<file path="src/rtl/pkt_ctrl_arb_pkg.sv">
// Shared types for the packet controller arbiter. Software decodes status using
// the same state encodings.
package pkt_ctrl_pkg;

    typedef enum logic [2:0] {
        ST_IDLE    = 3'd0,
        ST_RUN     = 3'd1,
        ST_RD_DONE = 3'd2,
        ST_WR_DONE = 3'd3,
        ST_TIMEOUT = 3'd4
    } state_t;

    // True while a read or write engine is working on the current transfer.
    function automatic logic is_busy(input state_t s);
        return (s == ST_RUN) || (s == ST_RD_DONE);
    endfunction

endpackage

</file>
<file path="src/rtl/pkt_ctrl_arb_rr_arbiter.sv">
// Combinational round-robin selector: picks the first requesting channel
// after the one-hot last_grant position, wrapping around.
module rr_arbiter #(
    parameter int NUM_CH = 4
) (
    input  logic [NUM_CH-1:0] req,
    input  logic [NUM_CH-1:0] last_grant,
    output logic [NUM_CH-1:0] gnt
);

    localparam int IDX_W = $clog2(NUM_CH);

    logic [IDX_W-1:0] w_last_idx;
    logic [IDX_W-1:0] w_idx;
    logic             w_found;

    always_comb begin
        w_last_idx = '0;
        for (int unsigned i = 0; i < NUM_CH; i++) begin
            if (last_grant[i]) w_last_idx = IDX_W'(i);
        end

        gnt     = '0;
        w_found = 1'b0;
        w_idx   = '0;
        for (int unsigned off = 1; off <= NUM_CH; off++) begin
            w_idx = IDX_W'((32'(w_last_idx) + off) % NUM_CH);
            if (!w_found && req[w_idx]) begin
                gnt[w_idx] = 1'b1;
                w_found    = 1'b1;
            end
        end
    end

endmodule

</file>
<file path="src/rtl/pkt_ctrl_arb.sv">
// Packet controller: queues per-channel requests, grants them round-robin and
// sequences the read then write engines with a per-transfer timeout.
module pkt_ctrl_arb
    import pkt_ctrl_pkg::*;
#(
    parameter int NUM_CH      = 4,
    parameter int TIMEOUT_CYC = 1024,
    parameter int CNT_W       = $clog2(TIMEOUT_CYC + 1)
) (
    input  logic              clk,
    input  logic              reset,
    input  logic [NUM_CH-1:0] new_request,
    input  logic              rd_ctrl_rdy,
    input  logic              wr_ctrl_rdy,
    output logic              rd_ctrl,
    output logic              wr_ctrl,
    output logic [NUM_CH-1:0] grant,
    output logic [NUM_CH-1:0] pending,
    output logic              done,
    output logic              timeout_err,
    output logic [2:0]        state_out
);

    localparam logic [CNT_W-1:0]  TO_VAL   = CNT_W'(TIMEOUT_CYC);
    localparam logic [NUM_CH-1:0] LAST_RST = NUM_CH'(1) << (NUM_CH - 1);

    state_t            r_state;
    state_t            w_state_nxt;
    logic [NUM_CH-1:0] r_pending;
    logic [NUM_CH-1:0] r_grant;
    logic [NUM_CH-1:0] r_last;
    logic [CNT_W-1:0]  r_cnt;
    logic [CNT_W-1:0]  w_cnt_nxt;
    logic              w_to_hit;
    logic [NUM_CH-1:0] w_gnt;
    logic [NUM_CH-1:0] w_clr;

    rr_arbiter #(
        .NUM_CH(NUM_CH)
    ) u_rr (
        .req       (r_pending),
        .last_grant(r_last),
        .gnt       (w_gnt)
    );

    always_ff @(posedge clk or negedge reset) begin
        if (!reset) r_state <= ST_IDLE;
        else        r_state <= w_state_nxt;
    end

    // Timeout takes priority over any rdy seen on the same cycle.
    always_comb begin
        w_state_nxt = r_state;
        w_cnt_nxt   = (r_cnt == TO_VAL) ? r_cnt : r_cnt + 1'b1;
        w_to_hit    = (w_cnt_nxt == TO_VAL);
        case (r_state)
            ST_IDLE: begin
                if (|r_pending) w_state_nxt = ST_RUN;
            end
            ST_RUN: begin
                if (w_to_hit)                       w_state_nxt = ST_TIMEOUT;
                else if (rd_ctrl_rdy && wr_ctrl_rdy) w_state_nxt = ST_WR_DONE;
                else if (rd_ctrl_rdy)                w_state_nxt = ST_RD_DONE;
            end
            ST_RD_DONE: begin
                if (w_to_hit)         w_state_nxt = ST_TIMEOUT;
                else if (wr_ctrl_rdy) w_state_nxt = ST_WR_DONE;
            end
            default: w_state_nxt = ST_IDLE;
        endcase
    end

    assign w_clr = ((r_state == ST_WR_DONE) || (r_state == ST_TIMEOUT)) ? r_grant : '0;

    always_ff @(posedge clk or negedge reset) begin
        if (!reset) begin
            r_pending <= '0;
            r_grant   <= '0;
            r_last    <= LAST_RST;
            r_cnt     <= '0;
        end else begin
            r_pending <= (r_pending & ~w_clr) | new_request;
            case (r_state)
                ST_IDLE: begin
                    if (|r_pending) begin
                        r_grant <= w_gnt;
                        r_last  <= w_gnt;
                        r_cnt   <= '0;
                    end
                end
                ST_RUN, ST_RD_DONE: r_cnt <= w_cnt_nxt;
                default:            r_grant <= '0;
            endcase
        end
    end

    assign rd_ctrl     = (r_state == ST_RUN);
    assign wr_ctrl     = is_busy(r_state);
    assign done        = (r_state == ST_WR_DONE);
    assign timeout_err = (r_state == ST_TIMEOUT);
    assign state_out   = r_state;
    assign grant       = r_grant;
    assign pending     = r_pending;

endmodule

</file>
<file path="config.mk">
export PLATFORM = sky130hd
export DESIGN_NAME = pkt_ctrl_arb
export DESIGN_NICKNAME = d
export VERILOG_FILES = /design/src/rtl/pkt_ctrl_arb_pkg.sv /design/src/rtl/pkt_ctrl_arb_rr_arbiter.sv /design/src/rtl/pkt_ctrl_arb.sv
export SDC_FILE = /design/constraint.sdc
export NUM_CORES = 1
export LEC_CHECK = 0
export BUFFER_PORTS_ARGS = -buffer_cell sky130_fd_sc_hd__buf_4
export CORE_MARGIN = 2
export CORE_UTILIZATION = 35
export DETAILED_ROUTE_END_ITERATION = 10
export MAX_ROUTING_LAYER = met4
export PLACE_DENSITY = 0.53
export SLEW_MARGIN = 20
export SYNTH_ARGS = -nofsm -noshare
export SYNTH_HDL_FRONTEND = slang
export SYNTH_HIERARCHICAL = 1
export SYNTH_SLANG_ARGS = --single-unit
export TNS_END_PERCENT = 50
</file>
<file path="constraint.sdc">
create_clock -name clk -period 3 [get_ports clk]
set_clock_uncertainty 0.05 [all_clocks]
set_input_delay 0.75 -clock clk [delete_from_list [all_inputs] [get_ports clk]]
set_output_delay 0.75 -clock clk [all_outputs]
set_load 0.02 [all_outputs]
</file>
==> results <==
- The flow ran to the end, and the final reports show no timing, DRC or antenna violations.
- Clock tree synthesis found a total of 25 sinks.
- The number of antenna violations at the first check in global routing is 0.
- The final net count is between 200 and 300.
- The total nets after synthesis is ~240.
- The via density per instance is 5.49.
- The endpoint arrival time on the critical path is about 3.0 ns.
- Cells with a size suffix above 1 make up 22.5% of the layout.
- The post-detailed-placement half-perimeter wirelength is about 3400 µm.
- The cell family with the largest share of critical-path delay is simple AND/OR/NAND/NOR gates.
- TritonCTS built the clock tree.
- The clock latency on the worst-skew pair is 0.27 ns.
- The number of hold-slack violations in the final timing report came to 0.
- The data required time at the worst endpoint is ~3.2 ns.
- The worst pin sits at a relative slew slack of roughly 64%.
- Routability-driven placement finished with a final weighted congestion of around 0.95.
- The remaining antenna violation count is 0.
- The post-CTS setup buffer count is 0.
- The clock-pin slew on the worst setup and hold paths is approximately 0.1 ns.
- The post-route minimum period is approximately 2.8 ns.
- The slowest stage of the critical path is the sky130_fd_sc_hd__or3b_2 cell.
- Setup repair after global routing left no endpoint under its margin.
- On the final layout, the worst hold slack is about 0.31 ns.
- The core region area is between 5000 and 6000 µm².
- The final setup violation count is 0.
- After clock tree synthesis, the flow added hold-fix buffers numbering 0.
- The sum of negative setup slack is 0 ns.
- The slew at the pin closest to its max-slew limit is approximately 0.53 ns.
- The maximum clock insertion buffer count is 2.
- Once placement finished, the instance area stood at between 2000 and 2500 µm².
- The detailed router finished its first iteration with 84 violations.
- The setup path with the least slack is of type reg2reg.
- The worst slack at placement is 0.138 ns.
- The least setup slack across all paths after layout is 0.154 ns.
- The utilization after layout is between 40% and 50%.
- Of the available clock period, the critical path in the final layout requires between 90% and 100%.
- The layout filler cell count is 524.
- The die footprint is between 6000 and 7000 µm².
- Synthesis produced a netlist whose cell count is roughly 220.
- The routed layout has between 1500 and 2000 vias.
- The starting density of the core is 36.8%.
- In the final layout, the multi-input gates occupy between 1000 and 1500 µm².
- The aggregate global-route resource usage is around 16%.
- The floorplan die width is 77.7 µm.
- Yosys printed 6 warnings.
- In the final layout, flip-flops and latches occupy ~630 µm².
- Summed over all cells, the static leakage comes to slightly above 0.9 nW.
- The floorplan has 26 rows.
- Compared with the post-synthesis result, the final layout area differs by 16.7%.
- For this run the aggregate overflow at the end of global routing stands at 0.
- The clock root buffer is sky130_fd_sc_hd__clkbuf_8.
- Entering global routing, the biggest net connects 26 pins.
- The capturing element type of the critical path is a register.
- TritonCTS created 3 clock buffers.
- The class of the worst hold path is in2async.
- The routed design has between 4000 and 5000 µm of wire.
- The non-filler instance count after layout is between 300 and 400.
- After detailed routing, the average wire length per cell comes to about 15 µm.
- The cell count after placement is between 300 and 400.
- Across the VDD grid, the largest voltage drop is about 270 µV.
- The achievable frequency is approximately 0.35 GHz.
- The number of I/O pins is 23.
- The total standard cell area after synthesis is 1900 µm².
- CTS built an H-tree with a depth of 1.
- Across the run, the number of max-cap violations was 0.
- The critical path contains buffers and inverters numbering 0 combined.
- The number of antenna diodes in the final layout is 0.
- The mean area per synthesized cell is 8.68 µm².
- The number of gates resized after CTS was 0.
- The area of all placed cells without fillers is between 2000 and 2500 µm².
- The remaining routing DRC violations is 0.
- The highest fanout seen on the critical path is 6.
- The number of pins with negative max-slew slack in the final report came to 0.
- The first global-routing pass estimated about 8000 µm of wire.
- The type of origin of the critical path is a register.
- The peak per-stage delay on the critical path is about 0.48 ns.
- Traced cell by cell, the critical path runs through nor2b_1 -> or2_2 -> ha_2 -> or3b_2 -> o221ai_1 -> nand4_1 -> nand4_1 -> a22oi_1 -> or2_2 -> a21oi_1.
- The number of global-route vias before repair is approximately 1600.
- The number of buffers inserted by port buffering is 22.
- The areal power density over the cells is 847 nW/µm².
- The first TritonRoute pass finished after 4 iterations.
- The overall die height is a little under 80 µm.
- After layout, the design draws a total of ~1.9 mW.
-- power by group --
part	internal [mW]	total, mW	switching (mW)
Clock	0.0942	0.207	0.113
Sequential	0.414	0.552	0.138
Combinational	0.482	1.12	0.638
-- worst register-to-register path, cell delays in order, from the launching register on --
cell and delay [ns]:
sky130_fd_sc_hd__dfrtp_1 0.44, sky130_fd_sc_hd__nor2b_1 0.16, sky130_fd_sc_hd__or2_2 0.33, sky130_fd_sc_hd__ha_2 0.35
sky130_fd_sc_hd__or3b_2 0.48, sky130_fd_sc_hd__o221ai_1 0.15, sky130_fd_sc_hd__nand4_1 0.14, sky130_fd_sc_hd__nand4_1 0.19
sky130_fd_sc_hd__a22oi_1 0.08, sky130_fd_sc_hd__or2_2 0.29, sky130_fd_sc_hd__a21oi_1 0.12
-- layout by cell type, fill, tap and decap left out, types with 2 or more instances in the layout --
cell type	instances
sky130_fd_sc_hd__ha_1	9
sky130_fd_sc_hd__or2_2	6
sky130_fd_sc_hd__a21oi_1	7
sky130_fd_sc_hd__o21ai_0	15
sky130_fd_sc_hd__o211ai_1	5
sky130_fd_sc_hd__xnor2_1	2
sky130_fd_sc_hd__buf_4	30
sky130_fd_sc_hd__nor3_1	3
sky130_fd_sc_hd__nor2_1	18
sky130_fd_sc_hd__mux2_2	3
sky130_fd_sc_hd__a211o_1	2
sky130_fd_sc_hd__mux2_4	2
sky130_fd_sc_hd__or3b_2	2
sky130_fd_sc_hd__o31ai_1	4
sky130_fd_sc_hd__nand2b_1	4
sky130_fd_sc_hd__mux2i_1	2
sky130_fd_sc_hd__nor4_1	2
sky130_fd_sc_hd__or3_1	2
sky130_fd_sc_hd__o41ai_1	4
sky130_fd_sc_hd__or4_1	4
sky130_fd_sc_hd__clkbuf_8	3
sky130_fd_sc_hd__inv_1	9
sky130_fd_sc_hd__nand2_1	19
sky130_fd_sc_hd__a22oi_1	5
sky130_fd_sc_hd__nand3b_1	2
sky130_fd_sc_hd__nand3_1	9
sky130_fd_sc_hd__dfrtp_1	24
sky130_fd_sc_hd__o21a_1	2
sky130_fd_sc_hd__a21o_1	5
sky130_fd_sc_hd__o21ai_1	2
sky130_fd_sc_hd__and3_1	2
sky130_fd_sc_hd__nand4_1	11
sky130_fd_sc_hd__and3b_1	2
-- final timing paths --
path,start,end,slack [ns],cells past startpoint
max,r_last[1]$_DFFE_PN0P_,grant[2]$_DFFE_PN0P_,0.15,10
min,reset,pending[1]$_DFF_PN0_,0.31,1
max reg2reg,r_last[1]$_DFFE_PN0P_,grant[2]$_DFFE_PN0P_,0.15,10
min reg2reg,r_cnt[5]$_DFFE_PN0P_,r_cnt[5]$_DFFE_PN0P_,0.49,1
max in group asynchronous,reset,r_last[3]$_DFFE_PN1P_,2.29,1
min in group clk,r_cnt[5]$_DFFE_PN0P_,r_cnt[5]$_DFFE_PN0P_,0.49,1
-- final cells by class --
type | count | share of cell area (%)
clock buffer | 3 | 1.86
clock inverter | 1 | 0.338
inverter | 10 | 1.69
multi-input combinational | 175 | 53.8
sequential | 25 | 28.2
tap | 70 | 3.95
timing repair buffer | 30 | 10.1
-- per-layer routing --
metal | up-vias | track usage [%] | routed length (µm)
met5 | - | - | 0
met3 | 6 | 2.91 | 236
li1 | 871 | - | -
met2 | 47 | 23.6 | 2000
met4 | 0 | 3.57 | 47
met1 | 800 | 24.0 | 2300
-- sequential cells by signal (all words and copies together), names as in the netlist --
name / cells
r_cnt: 11
grant: 4
pending: 4
r_last: 3
state_out: 3
(Power assumes the default switching activity.)
